$ cat config.mk
export PLATFORM = sky130hd
export DESIGN_NAME = fetch_unit
export DESIGN_NICKNAME = d
export VERILOG_FILES = /design/src/rtl/fetch_unit.sv
export SDC_FILE = /design/constraint.sdc
export NUM_CORES = 1
export LEC_CHECK = 0
export ABC_AREA = 1
export CAP_MARGIN = 40
export CORE_UTILIZATION = 35
export CTS_CLUSTER_SIZE = 8
export DETAILED_ROUTE_END_ITERATION = 7
export PLACE_DENSITY = 0.68
export SKIP_LAST_GASP = 1
export SLEW_MARGIN = 20
export SYNTH_ARGS = -nofsm -noshare
export SYNTH_HDL_FRONTEND = slang
export SYNTH_SLANG_ARGS = --single-unit
export TNS_END_PERCENT = 5
$ cat constraint.sdc
create_clock -name clk -period 1.5 [get_ports clk]
set_clock_uncertainty 0.05 [all_clocks]
set_input_delay 0.3 -clock clk [delete_from_list [all_inputs] [get_ports clk]]
set_output_delay 0.3 -clock clk [all_outputs]
set_load 0.005 [all_outputs]
$ cat src/rtl/fetch_unit.sv
// rtl/fetch_unit.sv - LC-3b instruction fetch unit with redirect flush and single-entry decode buffer
module fetch_unit (
  input  logic        clk,
  input  logic        reset_n,
  input  logic        redirect,
  input  logic [15:0] redirect_target,
  output logic        imem_read,
  output logic [15:0] imem_address,
  input  logic        imem_resp,
  input  logic [15:0] imem_rdata,
  output logic        if_valid,
  input  logic        id_ready,
  output logic [15:0] if_ir,
  output logic [15:0] if_pc,
  output logic [15:0] if_pc_plus2
);

  typedef enum logic [1:0] {
    ST_FETCH = 2'd0,
    ST_HOLD  = 2'd1,
    ST_DROP  = 2'd2
  } state_t;

  state_t      r_state, w_state_nxt;
  logic [15:0] r_pc, w_pc_nxt;
  logic [15:0] r_saved_target, w_saved_target_nxt;
  logic [15:0] r_ir, w_ir_nxt;
  logic [15:0] r_if_pc, w_if_pc_nxt;
  logic [15:0] r_if_pc_plus2, w_if_pc_plus2_nxt;
  logic [15:0] w_target;
  logic [15:0] w_pc_inc;

  // Instructions are halfword aligned, so bit 0 of any loaded address is dropped.
  assign w_target = redirect_target & 16'hFFFE;
  assign w_pc_inc = r_pc + 16'd2;

  always_ff @(posedge clk or negedge reset_n) begin
    if (!reset_n) begin
      r_state        <= ST_FETCH;
      r_pc           <= 16'h0000;
      r_saved_target <= 16'h0000;
      r_ir           <= 16'h0000;
      r_if_pc        <= 16'h0000;
      r_if_pc_plus2  <= 16'h0000;
    end else begin
      r_state        <= w_state_nxt;
      r_pc           <= w_pc_nxt;
      r_saved_target <= w_saved_target_nxt;
      r_ir           <= w_ir_nxt;
      r_if_pc        <= w_if_pc_nxt;
      r_if_pc_plus2  <= w_if_pc_plus2_nxt;
    end
  end

  always_comb begin
    w_state_nxt        = r_state;
    w_pc_nxt           = r_pc;
    w_saved_target_nxt = r_saved_target;
    w_ir_nxt           = r_ir;
    w_if_pc_nxt        = r_if_pc;
    w_if_pc_plus2_nxt  = r_if_pc_plus2;
    case (r_state)
      ST_FETCH: begin
        if (imem_resp && !redirect) begin
          w_ir_nxt          = imem_rdata;
          w_if_pc_nxt       = r_pc;
          w_if_pc_plus2_nxt = w_pc_inc;
          w_pc_nxt          = w_pc_inc;
          w_state_nxt       = ST_HOLD;
        end else if (imem_resp && redirect) begin
          w_pc_nxt = w_target;
        end else if (redirect) begin
          // Request still in flight: remember where to go once it drains.
          w_saved_target_nxt = w_target;
          w_state_nxt        = ST_DROP;
        end
      end
      ST_HOLD: begin
        if (redirect) begin
          w_pc_nxt    = w_target;
          w_state_nxt = ST_FETCH;
        end else if (id_ready) begin
          w_state_nxt = ST_FETCH;
        end
      end
      ST_DROP: begin
        if (imem_resp) begin
          w_pc_nxt    = redirect ? w_target : r_saved_target;
          w_state_nxt = ST_FETCH;
        end else if (redirect) begin
          w_saved_target_nxt = w_target;
        end
      end
      default: w_state_nxt = ST_FETCH;
    endcase
  end

  // Reset gates the strobe directly so no request leaks out while reset_n is low.
  assign imem_read    = reset_n & (r_state != ST_HOLD);
  assign imem_address = r_pc;
  assign if_valid     = (r_state == ST_HOLD);
  assign if_ir        = r_ir;
  assign if_pc        = r_if_pc;
  assign if_pc_plus2  = r_if_pc_plus2;

endmodule

==> flow_summary.toml <==
[yosys]
yosysUniqueCellTypes = 30
syn_nets = 578
synthTopCellsByCount = "sky130_fd_sc_hd__nand2_1, sky130_fd_sc_hd__dfrtp_1, sky130_fd_sc_hd__o21ai_0"
netlist_area_um2 = 4120
synth.avg_cell_area_um2 = 7.68
asyncSetResetFlopFracSynth = 1.00
yosysMostFrequentCell = "sky130_fd_sc_hd__nand2_1"
synth.largest_area_cell = "sky130_fd_sc_hd__dfrtp_1"
post-synth-top-area-fraction = 0.492
yosys_warnings = 0
number_of_synthesized_register_bits = 81
synth.area.top_cells = "sky130_fd_sc_hd__dfrtp_1, sky130_fd_sc_hd__nand2_1, sky130_fd_sc_hd__o21ai_0"
synth_seq_area_share = 0.492
synth_top_flop_cell = "sky130_fd_sc_hd__dfrtp_1"
syn-instance-count = 536
number_of_synthesized_flops_with_an_enable_pin = 0

[grt]
grt_start_max_net_pins = 48
vias_in_the_first_global_route = 4302
antenna_found_initial = 0
grt_overflow_total = 0
grt.total_usage = 0.212
grt_pass1_wl_um = 21000

[cells_and_area]
nets = 742
areaGrowthSynthToFinish_pct = 56.0
area.sequential_um2 = 2030
finish.instance_area_um2 = 6420
final_core_util = 0.562
nFillCells = 1067
share_of_final_layout_standard_cells_stronger_than_drive_strength_1 = 0.183
total_area_of_multi_input_combinational_cells_um2 = 1860
antenna_cells = 0

[outcome]
violations_in_the_final_reports = "setup timing"
run_status = "finished with violations"

[placed_design]
finalWeightedCongestion = 0.854
place.detailed.hpwl_um = 8560
post_dp_cell_area_um2 = 5580
portBuffers = 101

[critical_path]
worst_path_max_delay_cell = "sky130_fd_sc_hd__dfrtp_1"
reg2regPathDepth = 9
timing_worst_setup_path_type = "reg2reg"
cell_depth_of_the_worst_setup_path = 9
critPathArrivalTime_ns = 1.89
cp-end-kind = "register"
critPathBufInv = 5
critical-path-max-stage-delay_ns = 0.41
crit_path_max_fanout = 11
cp-start-kind = "register"
path_delay_family = "buffers and inverters"
crit_required_ns = 1.72
crit_chain = "buf_6, inv_6, ha_4, inv_4, nor2_4, buf_6, buf_4, nand2_1, nand2_1"

[pwr]
peakVddDrop_v = 0.00101
report.power.total_mw = 13.3
switching_share = 0.374
seqPwrFrac = 0.293
power.leakage_nw = 3.01
combPwrFrac = 0.540
clkPwrFrac = 0.167
power_density_nw_per_um2 = 2070
intPower_mw = 8.31
power_switching_mw = 4.97

[sta]
maximum_clock_frequency_mhz = 597
maxSlewHeadroom = 0.672
worst_slew_pin_tran_ns = 0.492
endpoints_failing_hold = 0
rsz0062_at_grt = "yes"
final_setup_vio_count = 143
post_route_setup_tns_ns = -12.60
timing_max_transition_violations_final = 0
finalCritPeriodShare = 1.12
fin_ws_ns = -0.176
fin_crit_ns = 1.68

[floorplan]
num_rows = 39
die_h_um = 110
area_of_the_core_um2 = 11400
initial_core_util = 0.361
dieWidth_um = 110
pin_count = 103
floorplan.die_area_um2 = 12200

[route]
drt_iter0_markers = 313
ratio_of_routed_vias_to_standard_cells = 4.95
drt_wl_total_um = 12900
remaining_drc_errors = 0
dr_total_vias = 4201
wire_per_inst_um = 15.2
route.antenna.remaining_nets = 0
first_pass_iters = 6

[clock_network]
cts_buffer_depth = 2
clk_root_buffer_cell = "sky130_fd_sc_hd__clkbuf_16"
clock_tree_from_tritoncts = "done"
htree_levels = 3
tritoncts_num_sinks = 81
insertion_delay_ns = 0.34
cts_buffers = 9
clk_pin_slew_ns = 0.06

[run]
max_cap_violations = 0

[hold_path]
hold_depth = 2
holdCritPathClass = "reg2reg"
-- final timing paths --
check | startpoint | to | slack, ns
max | r_state[0]$_DFFE_PN0P_ | if_ir[7]$_DFFE_PN0P_ | -0.18
min | if_ir[2]$_DFFE_PN0P_ | if_ir[2]$_DFFE_PN0P_ | 0.42
max reg2reg | r_state[0]$_DFFE_PN0P_ | if_ir[7]$_DFFE_PN0P_ | -0.18
min reg2reg | if_ir[2]$_DFFE_PN0P_ | if_ir[2]$_DFFE_PN0P_ | 0.42
max in group asynchronous | reset_n | imem_address[8]$_DFFE_PN0P_ | 0.27
min in group asynchronous | reset_n | if_ir[3]$_DFFE_PN0P_ | 0.52
-- worst register-to-register path, stage by stage (launching register included) --
cell	delay, ns
sky130_fd_sc_hd__dfrtp_1	0.41
sky130_fd_sc_hd__buf_6	0.15
sky130_fd_sc_hd__inv_6	0.06
sky130_fd_sc_hd__ha_4	0.17
sky130_fd_sc_hd__inv_4	0.05
sky130_fd_sc_hd__nor2_4	0.23
sky130_fd_sc_hd__buf_6	0.15
sky130_fd_sc_hd__buf_4	0.19
sky130_fd_sc_hd__nand2_1	0.08
sky130_fd_sc_hd__nand2_1	0.08
-- final cells by class --
class,instances,share of cell area
timing repair buffer,179,0.288
tap,143,0.0279
multi-input combinational,382,0.290
inverter,45,0.0294
timing repair inverter,2,0.00156
clock buffer,12,0.0384
sequential,81,0.317
clock inverter,4,0.00819
-- power by group through the flow --
stage               sequential (mW)  combinational [mW]  clock, mW
floorplan                      3.91                2.92          0
global placement               3.94                5.76          0
detailed placement             3.97                5.92          0
CTS                            3.89                6.89       2.27
global route                   4.02                7.87       2.37
finish                         3.90                7.17       2.22
-- sequential cells by signal, summed over array words and instances, names as in the netlist --
register	count
r_saved_target	16
r_state	2
imem_address	16
if_pc	16
if_ir	16
if_pc_plus2	15
-- logic make-up after synthesis --
| logic type | count (synthesis) | synth area share |
|---|---|---|
| fa+ha+maj | 5 | 0.0152 |
| compound gates | 106 | 0.140 |
| simple gates | 263 | 0.255 |
| xor+xnor | 7 | 0.0149 |
| mux | 1 | 0.00243 |
| buf+inv | 73 | 0.0796 |
| flops | 81 | 0.492 |
-- through the flow --
step	hold WS, ns	worst slack [ns]	cells
3_5_place_dp	0.348	-0.400	801
2_1_floorplan	-0.0456	-0.0269	536
3_3_place_gp	0.403	-0.343	800
6_report	0.421	-0.176	848
5_1_grt	0.441	-0.233	848
4_1_cts	0.424	-0.149	839
-- layer usage --
layer  track usage  share of wire  routed length (um)  up-vias
met4        0.0587          0.015                 195        0
met5             0              0                   0        -
li1              -              -                   -     2034
met3        0.0412          0.072                 919       17
met1         0.260           0.41                5250     2001
met2         0.378           0.50                6490      149
-- repair_timing --
action,in CTS,in global routing
gates resized for setup,62,13
hold endpoints to repair,34,0
setup buffers,16,6
setup endpoints to repair,144,143
gates cloned,5,4
hold buffers,1,0
pin swaps,9,6
-- cells in the final DEF (no fill, tap or decap), drive strengths merged --
cell	n
nand2	198
clkdlybuf4s50	96
dfrtp	81
buf	77
o21ai	56
inv	44
nor2	38
a21oi	36
nand3	20
clkbuf	15
o21a	7
xor2	7
nand4	6
ha	5
clkinvlp	3
clkinv	3
o21bai	2
o22ai	2
dlygate4sd2	2
a31oi	2
mux2i	1
o221ai	1
nor3	1
bufinv	1
dlygate4sd3	1
(Power assumes the default switching activity.)
